## src/rtl/fetch_sequencer.sv

```systemverilog
// fetch_sequencer: MIPS IF-stage control.
// Owns the program counter and issues instruction-memory requests. Each
// fetch cycle it arbitrates, in fixed priority order, between a taken-branch
// redirect from MEM, a halt request, a load-use stall from ID and memory wait
// states. It drives the PC update, the IF/ID write enable and the bubble
// (flush) lines for IF/ID, ID/EX and EX/MEM.
module fetch_sequencer #(
   parameter logic [31:0] RESET_PC = 32'h0000_0000,
   parameter int unsigned TIMEOUT  = 15
) (
   input  logic        clk,
   input  logic        rst_n,
   input  logic        PC_Src,
   input  logic [31:0] EX_MEM_NPC,
   input  logic        load_use_hazard,
   input  logic        halt_req,
   input  logic        resume,
   input  logic        imem_ready,
   output logic        imem_req,
   output logic [31:0] pc,
   output logic        if_id_we,
   output logic        if_id_flush,
   output logic        id_ex_flush,
   output logic        ex_mem_flush,
   output logic        halted,
   output logic        fetch_err,
   output logic [15:0] redirect_cnt,
   output logic [15:0] stall_cnt
);

   typedef enum logic [1:0] {
      ST_BOOT   = 2'd0,
      ST_FETCH  = 2'd1,
      ST_HALTED = 2'd2
   } state_t;

   // The wait counter is 8 bits wide, so TIMEOUT must be in the range 1..255.
   localparam logic [7:0] TIMEOUT_C = 8'(TIMEOUT);

   state_t      state_r;
   state_t      state_nxt_s;
   logic [31:0] pc_r;
   logic [31:0] pc_nxt_s;
   logic [7:0]  wait_cnt_r;
   logic [7:0]  wait_nxt_s;
   logic        fetch_err_r;
   logic        err_set_s;
   logic        redir_inc_s;
   logic        stall_inc_s;
   logic [15:0] redirect_cnt_r;
   logic [15:0] stall_cnt_r;

   // A redirect target is misaligned when either of its two low bits is set.
   function automatic logic misaligned(input logic [31:0] addr);
      return (addr[1:0] != 2'b00);
   endfunction

   // State, program counter, wait counter and sticky error flag.
   always_ff @(posedge clk or negedge rst_n) begin
      if (!rst_n) begin
         state_r     <= ST_BOOT;
         pc_r        <= RESET_PC;
         wait_cnt_r  <= 8'd0;
         fetch_err_r <= 1'b0;
      end else begin
         state_r     <= state_nxt_s;
         pc_r        <= pc_nxt_s;
         wait_cnt_r  <= wait_nxt_s;
         fetch_err_r <= fetch_err_r | err_set_s;
      end
   end

   // Saturating event counters: they hold at 16'hFFFF instead of wrapping.
   always_ff @(posedge clk or negedge rst_n) begin
      if (!rst_n) begin
         redirect_cnt_r <= 16'd0;
         stall_cnt_r    <= 16'd0;
      end else begin
         if (redir_inc_s && (redirect_cnt_r != 16'hFFFF)) begin
            redirect_cnt_r <= redirect_cnt_r + 16'd1;
         end else begin
            redirect_cnt_r <= redirect_cnt_r;
         end
         if (stall_inc_s && (stall_cnt_r != 16'hFFFF)) begin
            stall_cnt_r <= stall_cnt_r + 16'd1;
         end else begin
            stall_cnt_r <= stall_cnt_r;
         end
      end
   end

   // Next-state logic and Mealy pipeline controls, resolved by the fetch priority.
   always_comb begin
      state_nxt_s  = state_r;
      pc_nxt_s     = pc_r;
      wait_nxt_s   = wait_cnt_r;
      err_set_s    = 1'b0;
      redir_inc_s  = 1'b0;
      stall_inc_s  = 1'b0;
      imem_req     = 1'b0;
      if_id_we     = 1'b0;
      if_id_flush  = 1'b0;
      id_ex_flush  = 1'b0;
      ex_mem_flush = 1'b0;
      halted       = 1'b0;

      case (state_r)
         ST_BOOT: begin
            if_id_flush = 1'b1;
            wait_nxt_s  = 8'd0;
            state_nxt_s = ST_FETCH;
         end

         ST_FETCH: begin
            imem_req = 1'b1;
            if (PC_Src) begin
               // A taken branch overrides everything; any returning fetch data is dropped.
               if_id_flush  = 1'b1;
               id_ex_flush  = 1'b1;
               ex_mem_flush = 1'b1;
               redir_inc_s  = 1'b1;
               wait_nxt_s   = 8'd0;
               if (misaligned(EX_MEM_NPC)) begin
                  err_set_s   = 1'b1;
                  state_nxt_s = ST_HALTED;
               end else begin
                  pc_nxt_s = EX_MEM_NPC;
               end
            end else if (halt_req) begin
               if_id_flush = 1'b1;
               state_nxt_s = ST_HALTED;
            end else if (load_use_hazard) begin
               // IF/ID keeps its contents; the same address is fetched again.
               stall_inc_s = 1'b1;
            end else if (imem_ready) begin
               if_id_we   = 1'b1;
               pc_nxt_s   = pc_r + 32'd4;
               wait_nxt_s = 8'd0;
            end else begin
               // Memory wait state: insert a bubble and count toward the timeout.
               if_id_flush = 1'b1;
               stall_inc_s = 1'b1;
               wait_nxt_s  = wait_cnt_r + 8'd1;
               if ((wait_cnt_r + 8'd1) == TIMEOUT_C) begin
                  err_set_s   = 1'b1;
                  state_nxt_s = ST_HALTED;
               end else begin
                  state_nxt_s = ST_FETCH;
               end
            end
         end

         ST_HALTED: begin
            if_id_flush = 1'b1;
            halted      = 1'b1;
            wait_nxt_s  = 8'd0;
            if (PC_Src) begin
               // Redirects still land while halted so the restart address is correct.
               id_ex_flush  = 1'b1;
               ex_mem_flush = 1'b1;
               redir_inc_s  = 1'b1;
               if (misaligned(EX_MEM_NPC)) begin
                  err_set_s = 1'b1;
               end else begin
                  pc_nxt_s = EX_MEM_NPC;
               end
            end else begin
               pc_nxt_s = pc_r;
            end
            // Once an error is flagged only reset can restart fetching.
            if (resume && !fetch_err_r && !err_set_s) begin
               state_nxt_s = ST_FETCH;
            end else begin
               state_nxt_s = ST_HALTED;
            end
         end

         default: begin
            state_nxt_s = ST_BOOT;
         end
      endcase
   end

   assign pc           = pc_r;
   assign fetch_err    = fetch_err_r;
   assign redirect_cnt = redirect_cnt_r;
   assign stall_cnt    = stall_cnt_r;

endmodule

```

## config.mk

```make
export PLATFORM = sky130hd
export DESIGN_NAME = fetch_sequencer
export DESIGN_NICKNAME = d
export VERILOG_FILES = /design/src/rtl/fetch_sequencer.sv
export SDC_FILE = /design/constraint.sdc
export NUM_CORES = 1
export LEC_CHECK = 0
export ABC_AREA = 1
export CORE_MARGIN = 4
export CORE_UTILIZATION = 46
export CTS_CLUSTER_DIAMETER = 200
export DETAILED_ROUTE_END_ITERATION = 16
export PLACE_DENSITY_LB_ADDON = 0.25
export SYNTH_ARGS = -nofsm -noshare
export SYNTH_HDL_FRONTEND = slang
export SYNTH_SLANG_ARGS = --single-unit
```

## constraint.sdc

```tcl
create_clock -name clk -period 1.8 [get_ports clk]
set_input_delay 0.45 -clock clk [delete_from_list [all_inputs] [get_ports clk]]
set_output_delay 0.45 -clock clk [all_outputs]
set_load 0.02 [all_outputs]
```

== Yosys cells after proc, flatten, opt, wreduce, memory -nomap -nowiden ==
Cells that the tools add are included.

* Add/subtract/negate cells: 4
* Eq/ne operators: 12
* Mux-type cells: 47
* Bitwise logic cells: 1
* Reductions and logical operators: 15

{| class="wikitable"
|+ Operator list
! kind !! count
|-
| 2-to-1 mux 32 bit || 6
|-
| case mux 32 bit (2 select lines) || 1
|-
| adder 16 x 1 -> 16 bit, second input constant || 2
|-
| adder 32 x 3 -> 32 bit, second input constant || 1
|-
| 2-to-1 mux 8 bit || 4
|-
| inequality test 16 bit, second input constant || 2
|-
| 2-to-1 mux 1 bit || 25
|-
| case mux 8 bit (2 select lines) || 1
|-
| 2-to-1 mux 2 bit || 7
|-
| inequality test 3 bit, second input constant || 4
|-
| adder 8 x 1 -> 8 bit, second input constant || 1
|-
| == test 8 x 4 -> 1 bit, second input constant || 1
|-
| inequality test 4 bit, second input constant || 2
|-
| case mux 2 bit (3 select lines) || 1
|-
| AND reduction 3 bit || 2
|-
| nonzero test 2 bit || 3
|-
| AND reduction 5 bit || 1
|-
| logical AND 1 bit || 4
|-
| case mux 1 bit (2 select lines) || 2
|-
| OR reduction 2 bit || 2
|-
| == test 2 x 1 -> 1 bit, second input constant || 1
|-
| == test 2 bit, second input constant || 1
|-
| zero test 1 bit || 2
|-
| zero test 2 bit || 1
|-
| 2 further kinds || 2
|}

* Bits in registers: 75
* Input port bits: 39
* Output and inout port bits: 71
* Word-level logic and storage cells: 85

== Depth between registers and ports, before layout ==
Gate-level depths: netlist of the first run.

* Depth after elaboration: 9
* Gate-level depth with buffers: 13
* Depth with buffers taken out: 13

== Worst setup path before layout of the first run ==
Ideal clock, no wire load.

* Path type: register -> output
* Start: register state_r[1]
* End: output if_id_we
* Arrival time: 1,426 ps
* Path slack: -76 ps
* Cell stages (with the launch flop): 5
* Buffers on the path: 0
* Cells stage by stage: dfrtp_1 inv_1 ha_1 nand2_1 nor3_1

* Longest elaborated chain between the ends: 2

{| class="wikitable"
|+ Ends and longest elaborated chain
! element !! line !! RTL
|-
| start, declared || 40 || <nowiki>state_t state_r;</nowiki>
|-
| start signal, assigned || 66 || <nowiki>state_r <= state_nxt_s;</nowiki>
|-
| == test 2 x 1 -> 1 bit || 107 || <nowiki>case (state_r)</nowiki>
|-
| 2-to-1 mux 1 bit || 107 ||
|-
| end, declared || 21 || <nowiki>output logic if_id_we,</nowiki>
|}

No other way between the ends.

== Worst setup path in the final report of the first run ==
* Start: register state_r[0]
* End: register pc_r[11] (netlist: pc[11])

* Longest elaborated chain between the ends: 3
* Elaborated cells on any way between the ends: 9

{| class="wikitable"
|+ Ends and longest elaborated chain
! element !! line !! RTL
|-
| == test 2 x 1 -> 1 bit / == test 2 bit (equally long branches) || 107 ||
|-
| inequality test 3 bit (no line), or another cell as far along || n/a ||
|-
| AND reduction 5 bit (no line) || n/a ||
|-
| end signal, assigned || 67 || <nowiki>pc_r <= pc_nxt_s;</nowiki>
|-
| end, declared || 42 || <nowiki>logic [31:0] pc_r;</nowiki>
|}

Several ways; a longest one is shown, not always the timed one.
A chain may end at the register's enable or synchronous reset.

==> impl_metrics.toml, run 1 <==
[yosys]
seq_area_frac_synth_pct = 38.37
ys_top_cells_by_count = "nand2_1, inv_1, nor2_1"
synth_top_area_cell = "dfrtp_1"
synth_ff_type = "dfrtp_1"
yosysUniqueCellTypes = 38
ys_seq_elements = 75
synthCells = 697
ys_top_cells_by_area = "dfrtp_1, nand2_1, inv_1, nor2_1, o21ai_0"
synth_edf_count = 0
yosysMostFrequentCell = "nand2_1"
synth_top_area_share_pct = 38.37
syn_area_sq_mm = 0.004891
synth_nets = 745
yosys_warnings = 0
synth-async-reset-ratio_pct = 100.0
avgSynthCellArea_sq_um = 7.017

[power_and_ir_drop]
peakVddDrop_mv = 0.8017
power_leakage_nw = 3.641
p_per_area_mw_per_mm2 = 1544

[critical_path]
rr_endpoint = "pc[11]"
end_kind = "flop"
slowest_delay_ps = 420
rr_worst_depth = 12
crit_family = "buffers and inverters"
crit_path_frequent_cell = "nor2_4"
worstReg2RegStart = "state_r[0]"
critPathKind = "reg2reg"
critical_path_arrival_ps = 2210
cp_cell_sequence = "buf_6, ha_4, buf_6, nand2_4, nor2_4, nor2_4, nand3_4, nor2_4, buf_4, clkbuf_16, o21ai_2, a21oi_1"
cp-start-kind = "flop"
r2r_slack_ps = -150
crit_path_top_delay_cell = "dfrtp_1"
crit_required_ps = 2070
path_max_fanout = 5
path_buf_inv = 4

[timing]
finalSetupTns_ps = -1187
min_period_over_period_pct = 108.1
rsz0062_at_grt = "true"
whs_ps = 106.3
worstMarginPinSlew_ps = 411.7
hold_viol_final = 0
fin_worst_skew_ps = 9.212
fmax_ghz = 0.5140
finalSetupViolations = 22
worst_slack_ps = -145.6
finalMaxSlewViolations = 0
period_needed_ps = 1946
relSlewSlack_pct = 72.55

[route]
drcViolationCount = 0
wire_per_inst_um = 15.17
ant_nets = 0
viasPerCell = 5.321
dr_total_vias = 5560
drtPass1Iterations = 5
initialDrtViolationCount = 393
drt-total-wl_um = 15850

[cells_and_area]
diodes = 0
syn2layout_area_growth_pct = 54.46
fillCellCount = 791
drive_gt1_share_pct = 23.43
final_net_count = 954

[run_status]
violations = "negative setup slack"
status = "finished, violations left"

[floorplan]
rows = 37
core_sq_mm = 0.01032
initial_core_util_pct = 47.38
die-area_sq_mm = 0.01235
pin_count = 110
die_x_um = 111.1
die_h_um = 111.1

[clocking]
holdBufCountCts = 0
clock-root-buffer = "clkbuf_8"
cts_buffers = 9
insertion_delay_ps = 350
cts_tree = "done"
max-clock-path-buffers = 2
cts.sinks = 75
htreeDepth = 3
clkTransAtPathRegs_ps = 80

[global_route]
antenna_found_initial = 0
grt-ovfl-total = 0
grt_pass1_wl_um = 24970
grt_pass1_vias = 5433
grt_max_degree = 76
grtUsageTotal_pct = 24.07

[flow_run]
drv_cap = 0

[worst_hold_path]
hp-class = "in2async"

[placement]
place_ws_ps = -589.5
portBuffers = 109
gp_congestion = 0.9561
hpwlAfterDp_um = 10960
==> routing by layer <==
metal | up-vias | wire, um | GRT usage, %
met5 | - | 0 | 0
met4 | 0 | 330 | 9.165
met3 | 28 | 1138 | 4.421
met2 | 219 | 7974 | 40.78
met1 | 2631 | 6408 | 30.59
li1 | 2682 | - | -
==> placed cells by master (no fill, tap or decap), types with 5 or more instances in the layout <==
cell	instances
dfrtp_1	73
dlygate4sd2_1	61
buf_12	7
xor2_1	12
nor2_2	8
o22ai_1	8
xnor2_1	16
nor2_1	66
nand2_1	179
a22oi_1	5
a21oi_2	10
clkdlybuf4s50_1	40
nand4_1	21
clkbuf_8	9
o21ai_0	30
buf_6	13
o21ai_1	15
inv_2	9
nor2_4	11
nand3_1	46
o22ai_2	5
ha_1	5
buf_4	82
a21oi_1	18
nand2_2	7
inv_1	81
o21ai_2	8
nor3_1	12
==> sequential cells by signal (all words and copies together) (netlist names) <==
signal and cells:
pc 32, wait_cnt_r 8, redirect_cnt 16, state_r 2
fetch_err 1, stall_cnt 16
==> stage by stage <==
step | utilization, % | std cells | instance area [sq um] | power, W
finish | 73.18 | 1045 | 7555 | 0.01166
CTS | 68.53 | 1024 | 7074 | 0.01033
global route | 73.18 | 1045 | 7555 | 0.01236
detailed placement | 64.73 | 1002 | 6683 | 0.008568
floorplan | - | 697 | 4903 | 0.005865
global placement | 64.73 | 1002 | 6683 | 0.008418
==> cell type report <==
class / instances / area (sq um) / share of cell area [%]
well taps: 136 / 170.2 / 2.252
multi-input cells: 514 / 2890 / 38.26
clock inverters: 5 / 127.6 / 1.689
repair buffers: 211 / 1987 / 26.30
inverters: 95 / 376.6 / 4.985
clock buffers: 9 / 123.9 / 1.640
flip-flops and latches: 75 / 1879 / 24.88
==> logic make-up after synthesis <==
logic type	count (synthesis)	synth area share [%]
XOR/XNOR	28	5.014
buffers and inverters	108	8.877
adder cells (fa/ha/maj)	9	2.302
AND/OR/NAND/NOR	369	33.41
AO/OA/AOI/OAI	108	12.02
flip-flops	75	38.37
==> power by group <==
part           total (W)  switching [W]  internal (W)
sequential       0.00276       0.000591       0.00217
combinational    0.00721        0.00402       0.00320
clock            0.00169       0.000643       0.00105
==> worst max path at each step <==
| stage | startpoint | depth (start not counted) | end | slack, ps |
|---|---|---|---|---|
| 2_1_floorplan | state_r[0] | 4 | if_id_flush | -2 |
| 3_3_place_gp | PC_Src | 6 | if_id_flush | -560 |
| 3_5_place_dp | PC_Src | 6 | if_id_flush | -590 |
| 4_1_cts | state_r[1] | 5 | if_id_flush | -120 |
| 5_1_grt | state_r[0] | 12 | pc[11] | -220 |
| 6_report | state_r[0] | 12 | pc[11] | -150 |
==> timing repair <==
| item | in CTS | in global routing |
|---|---|---|
| setup endpoints to repair | 109 | 66 |
| gates resized for setup | 137 | 88 |
| gates cloned | 1 | 2 |
| buffers inserted | 7 | 21 |
| pin swaps | 9 | 16 |
(Power assumes the default switching activity.)
==> run 2: changes to the inputs <==
--- a/config.mk
+++ b/config.mk
@@ -6,6 +6,7 @@
 export NUM_CORES = 1
 export LEC_CHECK = 0
 export ABC_AREA = 1
+export ABC_CLOCK_PERIOD_IN_PS = 1800
 export CORE_MARGIN = 4
 export CORE_UTILIZATION = 46
 export CTS_CLUSTER_DIAMETER = 200
==> results of run 2 <==
No change in the layout: final DEF, timing and power equal those of run 1.
